===== src/rtl/sseg_pkg.sv =====
// rtl/sseg_pkg.sv - shared types and segment patterns for the 7-segment scan decoder
package sseg_pkg;

    localparam int CODE_W = 6;

    typedef enum logic [1:0] {
        KIND_HEX     = 2'b00,
        KIND_NEG     = 2'b01,
        KIND_BLANK   = 2'b10,
        KIND_INVALID = 2'b11
    } kind_e;

    typedef struct packed {
        kind_e      kind;
        logic [3:0] value;
    } code_t;

    typedef enum logic [1:0] {
        ST_IDLE   = 2'b00,
        ST_SETTLE = 2'b01,
        ST_HOLD   = 2'b10
    } state_e;

    // Active-low segment patterns, bit 6 = g ... bit 0 = a
    localparam logic [6:0] PAT_HEX [16] = '{
        7'b1000000, 7'b1111001, 7'b0100100, 7'b0110000,
        7'b0011001, 7'b0010010, 7'b0000010, 7'b1111000,
        7'b0000000, 7'b0011000, 7'b0001000, 7'b0000011,
        7'b1000110, 7'b0100001, 7'b0000110, 7'b0001110
    };
    localparam logic [6:0] PAT_NEG   = 7'b0111111;
    localparam logic [6:0] PAT_BLANK = 7'b1111111;

endpackage


===== src/rtl/sseg_pattern_decode.sv =====
// rtl/sseg_pattern_decode.sv - combinational segment pattern to {kind, value} decoder
module sseg_pattern_decode
    import sseg_pkg::*;
(
    input  logic [6:0] pattern_i,
    output code_t      code_o
);

    always_comb begin
        code_o.kind  = KIND_INVALID;
        code_o.value = 4'd0;
        if (pattern_i == PAT_NEG) begin
            code_o.kind = KIND_NEG;
        end else if (pattern_i == PAT_BLANK) begin
            code_o.kind = KIND_BLANK;
        end
        for (int i = 0; i < 16; i++) begin
            if (pattern_i == PAT_HEX[i]) begin
                code_o.kind  = KIND_HEX;
                code_o.value = 4'(i);
            end
        end
    end

endmodule


===== src/rtl/sseg_scan_decoder.sv =====
// rtl/sseg_scan_decoder.sv - multiplexed 7-segment bus monitor producing one frame per complete scan
module sseg_scan_decoder
    import sseg_pkg::*;
#(
    parameter int NUM_DIGITS    = 4,
    parameter int STABLE_CYCLES = 16
) (
    input  logic                         clk,
    input  logic                         reset_n,
    input  logic [6:0]                   seg_in,
    input  logic [NUM_DIGITS-1:0]        sel_n_in,
    output logic [CODE_W*NUM_DIGITS-1:0] out_digits,
    output logic                         out_valid,
    input  logic                         out_ready,
    output logic                         overrun,
    output logic                         any_invalid
);

    localparam int IDX_W = (NUM_DIGITS > 1) ? $clog2(NUM_DIGITS) : 1;
    localparam int CNT_W = $clog2(STABLE_CYCLES + 1);
    localparam logic [CNT_W-1:0]      CNT_MAX  = CNT_W'(STABLE_CYCLES);
    localparam logic [CNT_W-1:0]      CNT_ONE  = CNT_W'(1);
    localparam logic [IDX_W-1:0]      LAST_IDX = IDX_W'(NUM_DIGITS - 1);
    localparam logic [NUM_DIGITS-1:0] SEL_ONE  = NUM_DIGITS'(1);

    logic [6:0]                   seg_meta_q, seg_sync_q, seg_prev_q;
    logic [NUM_DIGITS-1:0]        sel_meta_q, sel_sync_q, sel_prev_q;
    state_e                       state_q, state_d;
    logic [CNT_W-1:0]             cnt_q, cnt_d;
    logic [NUM_DIGITS-1:0]        mask_q, mask_d;
    logic [CODE_W*NUM_DIGITS-1:0] slots_q, slots_d;
    logic [CODE_W*NUM_DIGITS-1:0] out_digits_q;
    logic                         out_valid_q, overrun_q, any_invalid_q;

    logic [NUM_DIGITS-1:0] sel_act;
    logic                  onehot, same, capture, frame_load, any_inv_d;
    logic [IDX_W-1:0]      sel_idx;
    code_t                 code;

    sseg_pattern_decode u_decode (
        .pattern_i (seg_sync_q),
        .code_o    (code)
    );

    assign sel_act = ~sel_sync_q;
    assign onehot  = (sel_act != '0) && ((sel_act & (sel_act - SEL_ONE)) == '0);
    assign same    = (seg_sync_q == seg_prev_q) && (sel_sync_q == sel_prev_q);

    always_comb begin
        sel_idx = '0;
        for (int i = 0; i < NUM_DIGITS; i++) begin
            if (sel_act[i]) sel_idx = IDX_W'(i);
        end
    end

    always_comb begin
        state_d = state_q;
        cnt_d   = cnt_q;
        capture = 1'b0;
        unique case (state_q)
            ST_IDLE: begin
                if (onehot) begin
                    state_d = ST_SETTLE;
                    cnt_d   = CNT_ONE;
                end
            end
            ST_SETTLE: begin
                if (!onehot) begin
                    state_d = ST_IDLE;
                    cnt_d   = '0;
                end else if (!same) begin
                    cnt_d = CNT_ONE;
                end else if (cnt_q < CNT_MAX) begin
                    cnt_d = cnt_q + CNT_ONE;
                end
            end
            ST_HOLD: begin
                if (!same) begin
                    state_d = onehot ? ST_SETTLE : ST_IDLE;
                    cnt_d   = onehot ? CNT_ONE : '0;
                end
            end
            default: begin
                state_d = ST_IDLE;
                cnt_d   = '0;
            end
        endcase
        // Capture fires on the cycle the run of identical samples reaches the threshold
        if (state_q != ST_HOLD && onehot && cnt_d == CNT_MAX) begin
            capture = 1'b1;
            state_d = ST_HOLD;
        end
    end

    always_comb begin
        mask_d     = mask_q;
        slots_d    = slots_q;
        frame_load = 1'b0;
        if (capture) begin
            mask_d[sel_idx]                   = 1'b1;
            slots_d[CODE_W*sel_idx +: CODE_W] = code;
            if (sel_idx == LAST_IDX && (&mask_d)) begin
                frame_load = 1'b1;
                mask_d     = '0;
            end
        end
    end

    always_comb begin
        any_inv_d = 1'b0;
        for (int i = 0; i < NUM_DIGITS; i++) begin
            if (slots_d[CODE_W*i+4 +: 2] == KIND_INVALID) any_inv_d = 1'b1;
        end
    end

    always_ff @(posedge clk) begin
        if (!reset_n) begin
            seg_meta_q <= '1;
            seg_sync_q <= '1;
            seg_prev_q <= '1;
            sel_meta_q <= '1;
            sel_sync_q <= '1;
            sel_prev_q <= '1;
            state_q    <= ST_IDLE;
            cnt_q      <= '0;
            mask_q     <= '0;
            slots_q    <= '0;
        end else begin
            seg_meta_q <= seg_in;
            seg_sync_q <= seg_meta_q;
            seg_prev_q <= seg_sync_q;
            sel_meta_q <= sel_n_in;
            sel_sync_q <= sel_meta_q;
            sel_prev_q <= sel_sync_q;
            state_q    <= state_d;
            cnt_q      <= cnt_d;
            mask_q     <= mask_d;
            slots_q    <= slots_d;
        end
    end

    always_ff @(posedge clk) begin
        if (!reset_n) begin
            out_digits_q  <= '0;
            out_valid_q   <= 1'b0;
            overrun_q     <= 1'b0;
            any_invalid_q <= 1'b0;
        end else begin
            overrun_q <= 1'b0;
            if (frame_load) begin
                out_digits_q  <= slots_d;
                out_valid_q   <= 1'b1;
                any_invalid_q <= any_inv_d;
                overrun_q     <= out_valid_q && !out_ready;
            end else if (out_valid_q && out_ready) begin
                out_valid_q <= 1'b0;
            end
        end
    end

    assign out_digits  = out_digits_q;
    assign out_valid   = out_valid_q;
    assign overrun     = overrun_q;
    assign any_invalid = any_invalid_q;

endmodule


===== config.mk =====
export PLATFORM = sky130hd
export DESIGN_NAME = sseg_scan_decoder
export DESIGN_NICKNAME = d
export VERILOG_FILES = /design/src/rtl/sseg_pkg.sv /design/src/rtl/sseg_pattern_decode.sv /design/src/rtl/sseg_scan_decoder.sv
export SDC_FILE = /design/constraint.sdc
export NUM_CORES = 1
export LEC_CHECK = 0
export BUFFER_PORTS_ARGS = -buffer_cell sky130_fd_sc_hd__buf_2
export CAP_MARGIN = 20
export CELL_PAD_IN_SITES_DETAIL_PLACEMENT = 1
export CELL_PAD_IN_SITES_GLOBAL_PLACEMENT = 1
export CORE_MARGIN = 8
export CORE_UTILIZATION = 45
export CTS_BUF_LIST = sky130_fd_sc_hd__clkbuf_16
export DETAILED_ROUTE_END_ITERATION = 10
export GPL_ROUTABILITY_DRIVEN = 0
export GPL_TIMING_DRIVEN = 1
export PLACE_DENSITY_LB_ADDON = 0.1
export SLEW_MARGIN = 20
export SYNTH_ARGS = -nofsm -noshare
export SYNTH_HDL_FRONTEND = slang
export SYNTH_SLANG_ARGS = --single-unit
export TNS_END_PERCENT = 1

===== constraint.sdc =====
create_clock -name clk -period 3.11 [get_ports clk]
set_clock_uncertainty 0.2 [all_clocks]
set_input_delay 0.4665 -clock clk [delete_from_list [all_inputs] [get_ports clk]]
set_output_delay 0.4665 -clock clk [all_outputs]
set_load 0.02 [all_outputs]

==> impl_metrics.json, run 1 <==
{
  "cts-resized-gates": 0,
  "cp.required_ns": 3.21,
  "wl_per_cell_um": 16.9,
  "syn_inst": 498,
  "crit_start": "cnt_q[1]",
  "synth_top_area_share_pct": 43.3,
  "die_h_um": 114,
  "netlist_area_mm2": 0.00435,
  "cts_made_buffers": 9,
  "antenna_found_initial": 0,
  "clockRootBuffer": "clkbuf_16",
  "grt_max_degree": 42,
  "antenna_cells": 0,
  "io_pins": 41,
  "final_nets": 566,
  "status": "finished clean",
  "viasPerCell": 5.43,
  "fill_cells": 1155,
  "finalWirelength_mm": 11.5,
  "reg2reg_to": "out_digits[17]",
  "async_flop_share_pct": 0,
  "hold_start": "seg_in[0]",
  "ff2ff_setup_slack_ns": 0.13,
  "crit_slowest_cell": "or4b_2",
  "ys_seq_area_share_pct": 43.3,
  "crit_path_end_kind": "register",
  "firstDrtPassIters": 4,
  "start_kind": "register",
  "cts_buffer_depth": 2,
  "cap_violations": 0,
  "hold_depth": 2,
  "min_to": "seg_meta_q[0]",
  "vias": 3697,
  "area_growth_pct": 18.2,
  "ctsHoldBuffers": 0,
  "h-tree-depth": 3,
  "critical_path.max_stage_delay_ns": 0.64,
  "clk_pin_slew_ns": 0.06,
  "coreArea_mm2": 0.00959,
  "synth-edff-count": 0,
  "drt_iter0_markers": 207,
  "clkSinkCount": 94,
  "initial_core_util_pct": 45.3,
  "drc": 0,
  "cts_tree": "yes",
  "rows": 36,
  "finalHoldWorstSlack_ns": 0.0978,
  "layout-drive-gt1-share_pct": 20.8,
  "r2r_start": "cnt_q[1]",
  "relSlewSlack_pct": 48.9,
  "p_leak_nw": 2.04,
  "hold_class": "in2reg",
  "antenna_left": 0,
  "grt_pass1_wl_mm": 19.4,
  "cellPowerDensity_mw_per_mm2": 505,
  "ir_worst_vdd_uv": 483,
  "max_freq_mhz": 336,
  "portBuffers": 40,
  "slew_viol_final": 0,
  "setup_viol": 0,
  "hold_violations": 0,
  "cp_cell_sequence": "ha_2 > nand3_1 > or4b_2 > a21oi_2 > and4b_2 > and2_4 > nand2_2 > or3_4 > a21oi_2 > a21o_1",
  "synth-main-ff-cell": "dfxtp_1",
  "cp.arrival_ns": 3.07,
  "synth_area_leaders": "dfxtp_1 43%, nor2_1 5.6%, nand2b_1 4.9%",
  "syn_area_per_cell_um2": 8.73,
  "insertion_delay_ns": 0.35,
  "fin_crit_ns": 2.98,
  "yosysUniqueCellTypes": 64,
  "path_class": "reg2reg",
  "tightest_slew_ns": 0.761,
  "r2r_cells": 10,
  "fin_crit_sh_pct": 95.7,
  "synth.largest_area_cell": "dfxtp_1",
  "cpMostUsedCell": "a21oi_2",
  "cts_setup_buffers": 0,
  "grt_pass1_vias": 3968,
  "gr-total-overflow": 0,
  "ys_ff_latch": 94,
  "crit_fanout": 8,
  "post-dp-hpwl_mm": 8.49,
  "dieArea_mm2": 0.0131,
  "stdcell_area_mm2": 0.00514,
  "syn_nets": 521,
  "die_w_um": 114,
  "grtUsageTotal_pct": 18.8,
  "yosysWarnings": 0,
  "p_total_mw": 2.60,
  "placed_cell_area_mm2": 0.00478
}
## kinds of logic after synthesis
kind of cell	after synthesis	share of synthesized area, %
AOI/OAI and AO/OA	105	16.4
xor gates and xnor gates	15	3.02
adders and majority gates	9	2.59
buffers and inverters	42	4.66
DFF	94	43.3
muxes	12	2.91
and+or+nand+nor	221	27.1
## metal layers
metal | GRT usage, % | part of all wire, %
met2 | 33.1 | 50
met1 | 21.5 | 45
met4 | 7.10 | 1.7
met5 | 0 | 0
met3 | 4.59 | 3.5
## sequential cells by signal, indices dropped and copies added, names as in the netlist
| name | flops |
|---|---|
| any_invalid | 1 |
| cnt_q | 5 |
| mask_q | 3 |
| out_digits | 24 |
| out_valid | 1 |
| overrun | 1 |
| seg_meta_q | 7 |
| seg_prev_q | 7 |
| seg_sync_q | 7 |
| sel_meta_q | 4 |
| sel_prev_q | 4 |
| sel_sync_q | 4 |
| slots_q | 24 |
| state_q | 2 |
## synth_stat cells, types with 3 or more instances
cell type,instances
mux2i_1,10
a31oi_1,3
buf_6,3
nor4_1,4
nand3b_1,3
dfxtp_1,94
and3_1,7
nor3_1,16
inv_1,8
o21a_1,7
nand3_1,13
nor2b_1,3
a2bb2oi_1,3
buf_4,3
ha_1,9
o21ai_0,10
buf_2,9
nand4_1,6
xnor2_1,13
clkbuf_1,17
nor3b_1,5
nor4b_1,4
a21oi_1,41
a211oi_1,13
nor2_1,65
nand2_1,35
nand4b_1,4
o22ai_1,10
nand2b_1,34
## worst max-delay path by stage
stage / to / cells past startpoint
6_report: out_digits[17] / 10
5_1_grt: out_digits[17] / 10
4_1_cts: out_digits[1] / 10
3_5_place_dp: out_digits[1] / 10
3_3_place_gp: out_digits[1] / 10
2_1_floorplan: out_digits[11] / 11
## critical path, delay by kind of cell (launching register included)
kind | cells | cell delay [ns]
AO/OA/AOI/OAI | 3 | 0.46
AND/OR/NAND/NOR | 6 | 1.71
adder cells (fa/ha/maj) | 1 | 0.20
flip-flops | 1 | 0.36
## power by group
group	total (mW)	leakage [nW]	switching, mW	internal, mW
combinational	0.204	1.13	0.121	0.0833
sequential	1.25	0.763	0.0214	1.22
clock	1.15	0.147	0.450	0.698
## layout by cell type, fill, tap and decap left out, types with 12 or more instances in the layout
cell and count:
nand2_1 34, buf_2 40, xnor2_1 13, nor3_1 15, nand3_1 12, buf_4 23, nor2_1 65, a211oi_1 13
nand2b_1 34, a21oi_1 40, dfxtp_1 89
## metrics by stage
stage | worst slack [ns] | std cells | utilization [%] | setup TNS, ns
after floorplan | 0.312 | 498 | - | 0
after global placement | 0.147 | 665 | 49.8 | 0
after detailed placement | 0.0382 | 665 | 49.8 | 0
after CTS | 0.000447 | 681 | 53.1 | 0
after global routing | -0.00953 | 681 | 53.5 | -0.00978
final | 0.132 | 681 | 53.5 | 0
## final cells by class
class                      count  area (µm²)  share of cell area (%)
clock buffer                   9         225                    4.38
sequential                    94        1890                    36.8
tap                          133         166                    3.24
clock inverter                 7        90.1                    1.75
timing repair buffer          66         433                    8.43
multi-input combinational    362        2300                    44.7
inverter                      10        37.5                   0.731
(Power assumes the default switching activity.)
==> inputs of run 2 (changes only) <==
--- a/config.mk
+++ b/config.mk
@@ -6,16 +6,17 @@
 export NUM_CORES = 1
 export LEC_CHECK = 0
 export BUFFER_PORTS_ARGS = -buffer_cell sky130_fd_sc_hd__buf_2
-export CAP_MARGIN = 20
 export CELL_PAD_IN_SITES_DETAIL_PLACEMENT = 1
 export CELL_PAD_IN_SITES_GLOBAL_PLACEMENT = 1
 export CORE_MARGIN = 8
 export CORE_UTILIZATION = 45
 export CTS_BUF_LIST = sky130_fd_sc_hd__clkbuf_16
+export CTS_CLUSTER_DIAMETER = 120
 export DETAILED_ROUTE_END_ITERATION = 10
 export GPL_ROUTABILITY_DRIVEN = 0
 export GPL_TIMING_DRIVEN = 1
 export PLACE_DENSITY_LB_ADDON = 0.1
+export RECOVER_POWER = 100
 export SLEW_MARGIN = 20
 export SYNTH_ARGS = -nofsm -noshare
 export SYNTH_HDL_FRONTEND = slang
==> run 2 against run 1 <==
  * Fmax decreased by 0.17%
  * Sequential power is essentially flat
  * Die area unchanged
  * Hold slack better by 0.0019 ns
  * Via count is 0.68% lower
  * Sequential share of layout area is 0.35 points higher
  * Combinational power hardly changed
  * Count of clock-buffer cells in the layout unchanged
  * Register-to-register slack is essentially flat
  * Critical endpoint unchanged
  * Largest power group unchanged
==> impl_metrics.json, run 2 (synthesized netlist as in run 1, its figures left out) <==
{
  "drt_iter0_markers": 211,
  "min_to": "seg_meta_q[0]",
  "cpMostUsedCell": "a21oi_2",
  "insertion_delay_ns": 0.34,
  "io_pins": 41,
  "die_h_um": 114,
  "crit_slowest_cell": "or4b_2",
  "dp_slack_ns": 0.0382,
  "p_sw_uw": 587,
  "hold_class": "in2reg",
  "pwr-share-clk_pct": 44.1,
  "finalHoldWorstSlack_ns": 0.0997,
  "clockRootBuffer": "clkbuf_16",
  "antenna_found_initial": 0,
  "relSlewSlack_pct": 49.9,
  "post-dp-hpwl_mm": 8.49,
  "crit_path_end_kind": "register",
  "final_common_cell": "dfxtp_1",
  "vias": 3672,
  "top_usage_layer": "met2",
  "fin_crit_ns": 2.98,
  "ctsHoldBuffers": 0,
  "cts_tree": "yes",
  "wl_per_cell_um": 16.8,
  "firstDrtPassIters": 4,
  "fin_crit_sh_pct": 95.9,
  "dieArea_mm2": 0.0131,
  "antenna_cells": 0,
  "cp_cell_sequence": "ha_2 > nand3_1 > or4b_2 > a21oi_2 > and4b_2 > and2_4 > nand2_2 > or3_4 > a21oi_2 > a21o_1",
  "p_leak_nw": 1.91,
  "grt_pass1_vias": 3968,
  "start_kind": "register",
  "layout-drive-gt1-share_pct": 15.1,
  "path_depth": 10,
  "cp.required_ns": 3.20,
  "drc": 0,
  "cp.arrival_ns": 3.08,
  "r2r_cells": 10,
  "critical_path.max_stage_delay_ns": 0.64,
  "gr-total-overflow": 0,
  "cellPowerDensity_mw_per_mm2": 509,
  "crit_start": "cnt_q[1]",
  "seqPwrFrac_pct": 48.1,
  "area_growth_pct": 17.1,
  "grtUsageTotal_pct": 18.8,
  "rows": 36,
  "crit_fanout": 8,
  "critPathTopFamily": "simple AND/OR/NAND/NOR gates",
  "final_nets": 566,
  "finalWirelength_mm": 11.4,
  "internal_power_mw": 2.00,
  "use_met1_pct": 21.5,
  "hold_depth": 2,
  "coreArea_mm2": 0.00959,
  "antenna_left": 0,
  "die_w_um": 114,
  "cts_setup_buffers": 0,
  "grt_max_degree": 42,
  "use_met3_pct": 4.59,
  "fin_ws_ns": 0.127,
  "hold_violations": 0,
  "setup_viol": 0,
  "status": "finished clean",
  "cts_buffer_depth": 2,
  "clkSinkCount": 94,
  "crit_buf_inv": 0,
  "ff2ff_setup_slack_ns": 0.13,
  "path_class": "reg2reg",
  "viasPerCell": 5.39,
  "p_comb_share_pct": 7.8,
  "max_freq_mhz": 335,
  "cap_violations": 0,
  "ir_worst_vdd_uv": 482,
  "slew_viol_final": 0,
  "cts_made_buffers": 9,
  "clk_pin_slew_ns": 0.06,
  "hold_start": "seg_in[0]",
  "switching_share_pct": 22.7,
  "reg2reg_to": "out_digits[17]",
  "mostFrequentLayoutCells": "89 x dfxtp_1, 65 x nor2_1, 40 x a21oi_1, 34 x nand2b_1, 34 x nand2_1",
  "initial_core_util_pct": 45.3,
  "gr-usage-met2_pct": 33.1,
  "grt_pass1_wl_mm": 19.4,
  "h-tree-depth": 3,
  "portBuffers": 40,
  "tightest_slew_ns": 0.747,
  "r2r_start": "cnt_q[1]"
}
## run 2: cell count changes in the layout (fill, tap and decap cells not counted)
cell      delta
buf_2       -27
buf_4        -4
clkbuf_1    +31
## run 2: final cells by class
type | instances | area [µm²]
inverters | 10 | 37.5
clock inverters | 7 | 90.1
repair buffers | 66 | 384
clock buffers | 9 | 225
fillers | 1177 | 4510
multi-input cells | 362 | 2300
flip-flops and latches | 94 | 1890
well taps | 133 | 166
## run 2: how the worst max path moves through the flow
stage                          end  slack [ns]
floorplan           out_digits[11]        0.31
global placement     out_digits[1]        0.15
detailed placement   out_digits[1]        0.04
CTS                  out_digits[1]      0.0004
global route        out_digits[17]       -0.01
finish              out_digits[17]        0.13
## run 2: timing repair
action,4_1_cts,5_1_grt
setup endpoints to repair,0,28
gates resized for setup,0,16
endpoints found under the hold margin,0,0
## run 2: layer usage
| metal | wire length (µm) | part of all wire, % |
|---|---|---|
| met1 | 5070 | 44 |
| met2 | 5820 | 51 |
| met3 | 368 | 3.2 |
| met4 | 193 | 1.7 |
| met5 | 0 | 0 |
## run 2: power groups by stage
stage	sequential, mW	clock, mW	combinational [mW]
global placement	1.27	0	0.193
CTS	1.24	1.17	0.203
finish	1.25	1.14	0.202
global route	1.25	1.23	0.224
detailed placement	1.27	0	0.200
floorplan	1.26	0	0.144
## run 2: per-stage QoR
stage | util, % | instance area, µm² | setup TNS, ns | total power, mW | cells
2_1_floorplan | - | 4350 | 0 | 1.40 | 498
3_3_place_gp | 49.8 | 4780 | 0 | 1.46 | 665
3_5_place_dp | 49.8 | 4780 | 0 | 1.47 | 665
4_1_cts | 53.1 | 5100 | 0 | 2.62 | 681
5_1_grt | 53.0 | 5090 | -0.0126 | 2.70 | 681
6_report | 53.0 | 5090 | 0 | 2.59 | 681
==> inputs of run 3 (changes only) <==
--- a/config.mk
+++ b/config.mk
@@ -5,11 +5,12 @@
 export SDC_FILE = /design/constraint.sdc
 export NUM_CORES = 1
 export LEC_CHECK = 0
+export ABC_CLOCK_PERIOD_IN_PS = 3110
 export BUFFER_PORTS_ARGS = -buffer_cell sky130_fd_sc_hd__buf_2
 export CELL_PAD_IN_SITES_DETAIL_PLACEMENT = 1
 export CELL_PAD_IN_SITES_GLOBAL_PLACEMENT = 1
 export CORE_MARGIN = 8
-export CORE_UTILIZATION = 45
+export CORE_UTILIZATION = 46
 export CTS_BUF_LIST = sky130_fd_sc_hd__clkbuf_16
 export CTS_CLUSTER_DIAMETER = 120
 export DETAILED_ROUTE_END_ITERATION = 10
@@ -20,5 +21,6 @@
 export SLEW_MARGIN = 20
 export SYNTH_ARGS = -nofsm -noshare
 export SYNTH_HDL_FRONTEND = slang
+export SYNTH_HIERARCHICAL = 1
 export SYNTH_SLANG_ARGS = --single-unit
 export TNS_END_PERCENT = 1
==> run 3 against run 2 <==
  * The flow now finishes with violations (setup timing)
  * Count of clock-buffer cells in the layout is the same
  * Clock power barely moved
  * Synthesized area increased by 6.5%
  * Critical path depth grew 1
  * Critical endpoint is now any_invalid
  * Largest cell class unchanged
  * Highest routed layer unchanged
==> impl_metrics.json, run 3 <==
{
  "final_nets": 595,
  "hold_depth": 2,
  "synth_top_area_share_pct": 40.6,
  "cap_violations": 0,
  "wl_per_cell_um": 16.6,
  "clk_pin_slew_ns": 0.06,
  "portBuffers": 40,
  "gr-total-overflow": 0,
  "synth-edff-count": 0,
  "yosysUniqueCellTypes": 63,
  "place_inst": 689,
  "stdcell_area_mm2": 0.00556,
  "critPathTopFamily": "simple AND/OR/NAND/NOR gates",
  "ys_ff_latch": 94,
  "crit_slowest_cell": "or4b_4",
  "p_comb_share_pct": 10.1,
  "dieArea_mm2": 0.0135,
  "grt_pass1_wl_mm": 19.4,
  "syn_inst": 512,
  "cts_tree": "yes",
  "ys_top_cells_by_count": "94 x dfxtp_1, 82 x nor2_1, 42 x nand2b_1",
  "p_leak_nw": 2.16,
  "io_pins": 41,
  "cts_made_buffers": 9,
  "netlist_area_mm2": 0.00463,
  "viasPerCell": 5.40,
  "clkSinkCount": 94,
  "drt_iter0_markers": 216,
  "grt_pass1_vias": 3970,
  "initial_core_util_pct": 47.4,
  "hold_class": "in2reg",
  "r2r_start": "sel_sync_q[3]",
  "r2r_cells": 11,
  "area_growth_pct": 20.0,
  "ir_worst_vdd_uv": 261,
  "final_common_cell": "dfxtp_1",
  "syn_nets": 535,
  "ys_seq_area_share_pct": 40.6,
  "synth_most_common_cell": "dfxtp_1",
  "reg2reg_to": "any_invalid",
  "cp.arrival_ns": 3.19,
  "start_kind": "register",
  "p_sw_uw": 617,
  "crit_fanout": 6,
  "path_class": "reg2reg",
  "utilization_pct": 56.8,
  "h-tree-depth": 3,
  "antenna_left": 0,
  "fin_ws_ns": -0.0512,
  "cp_cell_sequence": "and4b_1 > a311oi_4 > buf_12 > nor4_2 > or3_1 > nor4_2 > buf_4 > a21oi_2 > or4b_4 > nor4_4 > nor2_1",
  "coreArea_mm2": 0.00977,
  "synth.largest_area_cell": "dfxtp_1",
  "finalWirelength_mm": 11.8,
  "relSlewSlack_pct": 45.4,
  "grt_max_degree": 48,
  "tightest_slew_ns": 0.818,
  "max_freq_mhz": 316,
  "violations": "setup timing",
  "hold_start": "seg_in[4]",
  "cellPowerDensity_mw_per_mm2": 476,
  "critical_path.max_stage_delay_ns": 0.50,
  "setup_viol": 1,
  "layout-drive-gt1-share_pct": 21.0,
  "p_total_mw": 2.64,
  "placed_cell_area_mm2": 0.00507,
  "crit_path_end_kind": "register",
  "fill_cells": 1163,
  "internal_power_mw": 2.03,
  "fin_crit_ns": 3.16,
  "status": "complete, but fails checks",
  "min_to": "seg_meta_q[4]",
  "die_h_um": 116,
  "antenna_found_initial": 0,
  "grtUsageTotal_pct": 18.1,
  "seqPwrFrac_pct": 46.8,
  "ff2ff_setup_slack_ns": -0.05,
  "fin_crit_sh_pct": 102,
  "drc": 0,
  "die_w_um": 116,
  "firstDrtPassIters": 4,
  "cts_buffer_depth": 2,
  "cpMostUsedCell": "nor4_2",
  "syn_area_per_cell_um2": 9.04,
  "synth-main-ff-cell": "dfxtp_1",
  "antenna_cells": 0,
  "dp_slack_ns": -0.218,
  "pwr-share-clk_pct": 43.1,
  "cp.required_ns": 3.14,
  "final_cells": 710,
  "hold_violations": 0,
  "insertion_delay_ns": 0.34,
  "clockRootBuffer": "clkbuf_16",
  "synth_area_leaders": "dfxtp_1 41%, nor2_1 6.6%, mux2i_1 6.1%",
  "post-dp-hpwl_mm": 8.21,
  "crit_buf_inv": 2,
  "vias": 3831,
  "mostFrequentLayoutCells": "89 x dfxtp_1, 80 x nor2_1, 42 x nand2b_1, 36 x buf_4, 28 x clkbuf_1",
  "async_flop_share_pct": 0,
  "slew_viol_final": 0,
  "rsz0062_at_grt": "true",
  "rows": 36,
  "yosysWarnings": 6,
  "switching_share_pct": 23.3
}
-- run 3: cell types whose count changed after synthesis, sizes merged, moves of 7 or more --
| cell | previous run | this run |
|---|---|---|
| a21oi | 42 | 21 |
| and2 | 5 | 13 |
| mux2 | 2 | 12 |
| mux2i | 10 | 28 |
| nand2 | 36 | 26 |
| nand2b | 34 | 42 |
| nand3 | 15 | 8 |
| nor2 | 65 | 82 |
| nor4 | 4 | 13 |
| o22ai | 11 | 3 |
| xnor2 | 13 | 3 |
| xor2 | 2 | 13 |
-- run 3: final cells by class --
type | count | area (µm²) | area share [%]
multi-input combinational | 378 | 2640 | 47.6
inverter | 9 | 33.8 | 0.608
sequential | 94 | 1890 | 34.1
clock inverter | 7 | 82.6 | 1.49
clock buffer | 9 | 225 | 4.05
timing repair buffer | 80 | 510 | 9.19
tap | 133 | 166 | 3.00
-- run 3: power by group through the flow --
stage	Combinational [mW]	Clock [mW]	Sequential (mW)
2_1_floorplan	0.167	0	1.26
5_1_grt	0.292	1.23	1.24
3_5_place_dp	0.243	0	1.26
6_report	0.267	1.14	1.24
3_3_place_gp	0.235	0	1.26
4_1_cts	0.260	1.17	1.24
-- run 3: repair_timing --
| item | 4_1_cts | 5_1_grt |
|---|---|---|
| setup buffers | 2 | 3 |
| hold endpoints to repair | 0 | 0 |
| hold buffers | 0 | 0 |
| setup endpoints to repair | 35 | 38 |
| pin swaps | 1 | 6 |
| gates resized for setup | 9 | 29 |
-- run 3: worst max-delay path by stage --
stage	start	end	cells after the start
2_1_floorplan	seg_sync_q[4]	out_digits[18]	11
3_3_place_gp	sel_sync_q[3]	any_invalid	11
3_5_place_dp	sel_sync_q[3]	any_invalid	11
4_1_cts	sel_sync_q[3]	any_invalid	11
5_1_grt	seg_sync_q[1]	any_invalid	13
6_report	sel_sync_q[3]	any_invalid	11
-- run 3: logic make-up after synthesis --
kind of cell	synth area share, %
AOI/OAI and AO/OA	10.8
xor gates and xnor gates	3.03
adders and majority gates	2.43
buffers and inverters	5.41
DFF	40.6
muxes	8.97
and+or+nand+nor	28.7
-- run 3: routing by layer --
metal	track usage, %	share of wire, %	up-vias
met4	6.05	1.1	0
li1	-	-	1892
met2	30.2	49	63
met5	0	0	-
met3	3.72	3.7	11
met1	22.7	47	1865
-- run 3: stage by stage --
step	setup TNS [ns]	hold slack, ns
floorplan	0	0.186
global placement	-0.109	0.190
detailed placement	-1.97	0.200
CTS	-0.0525	0.0949
global route	-1.70	0.0992
finish	-0.0512	0.105
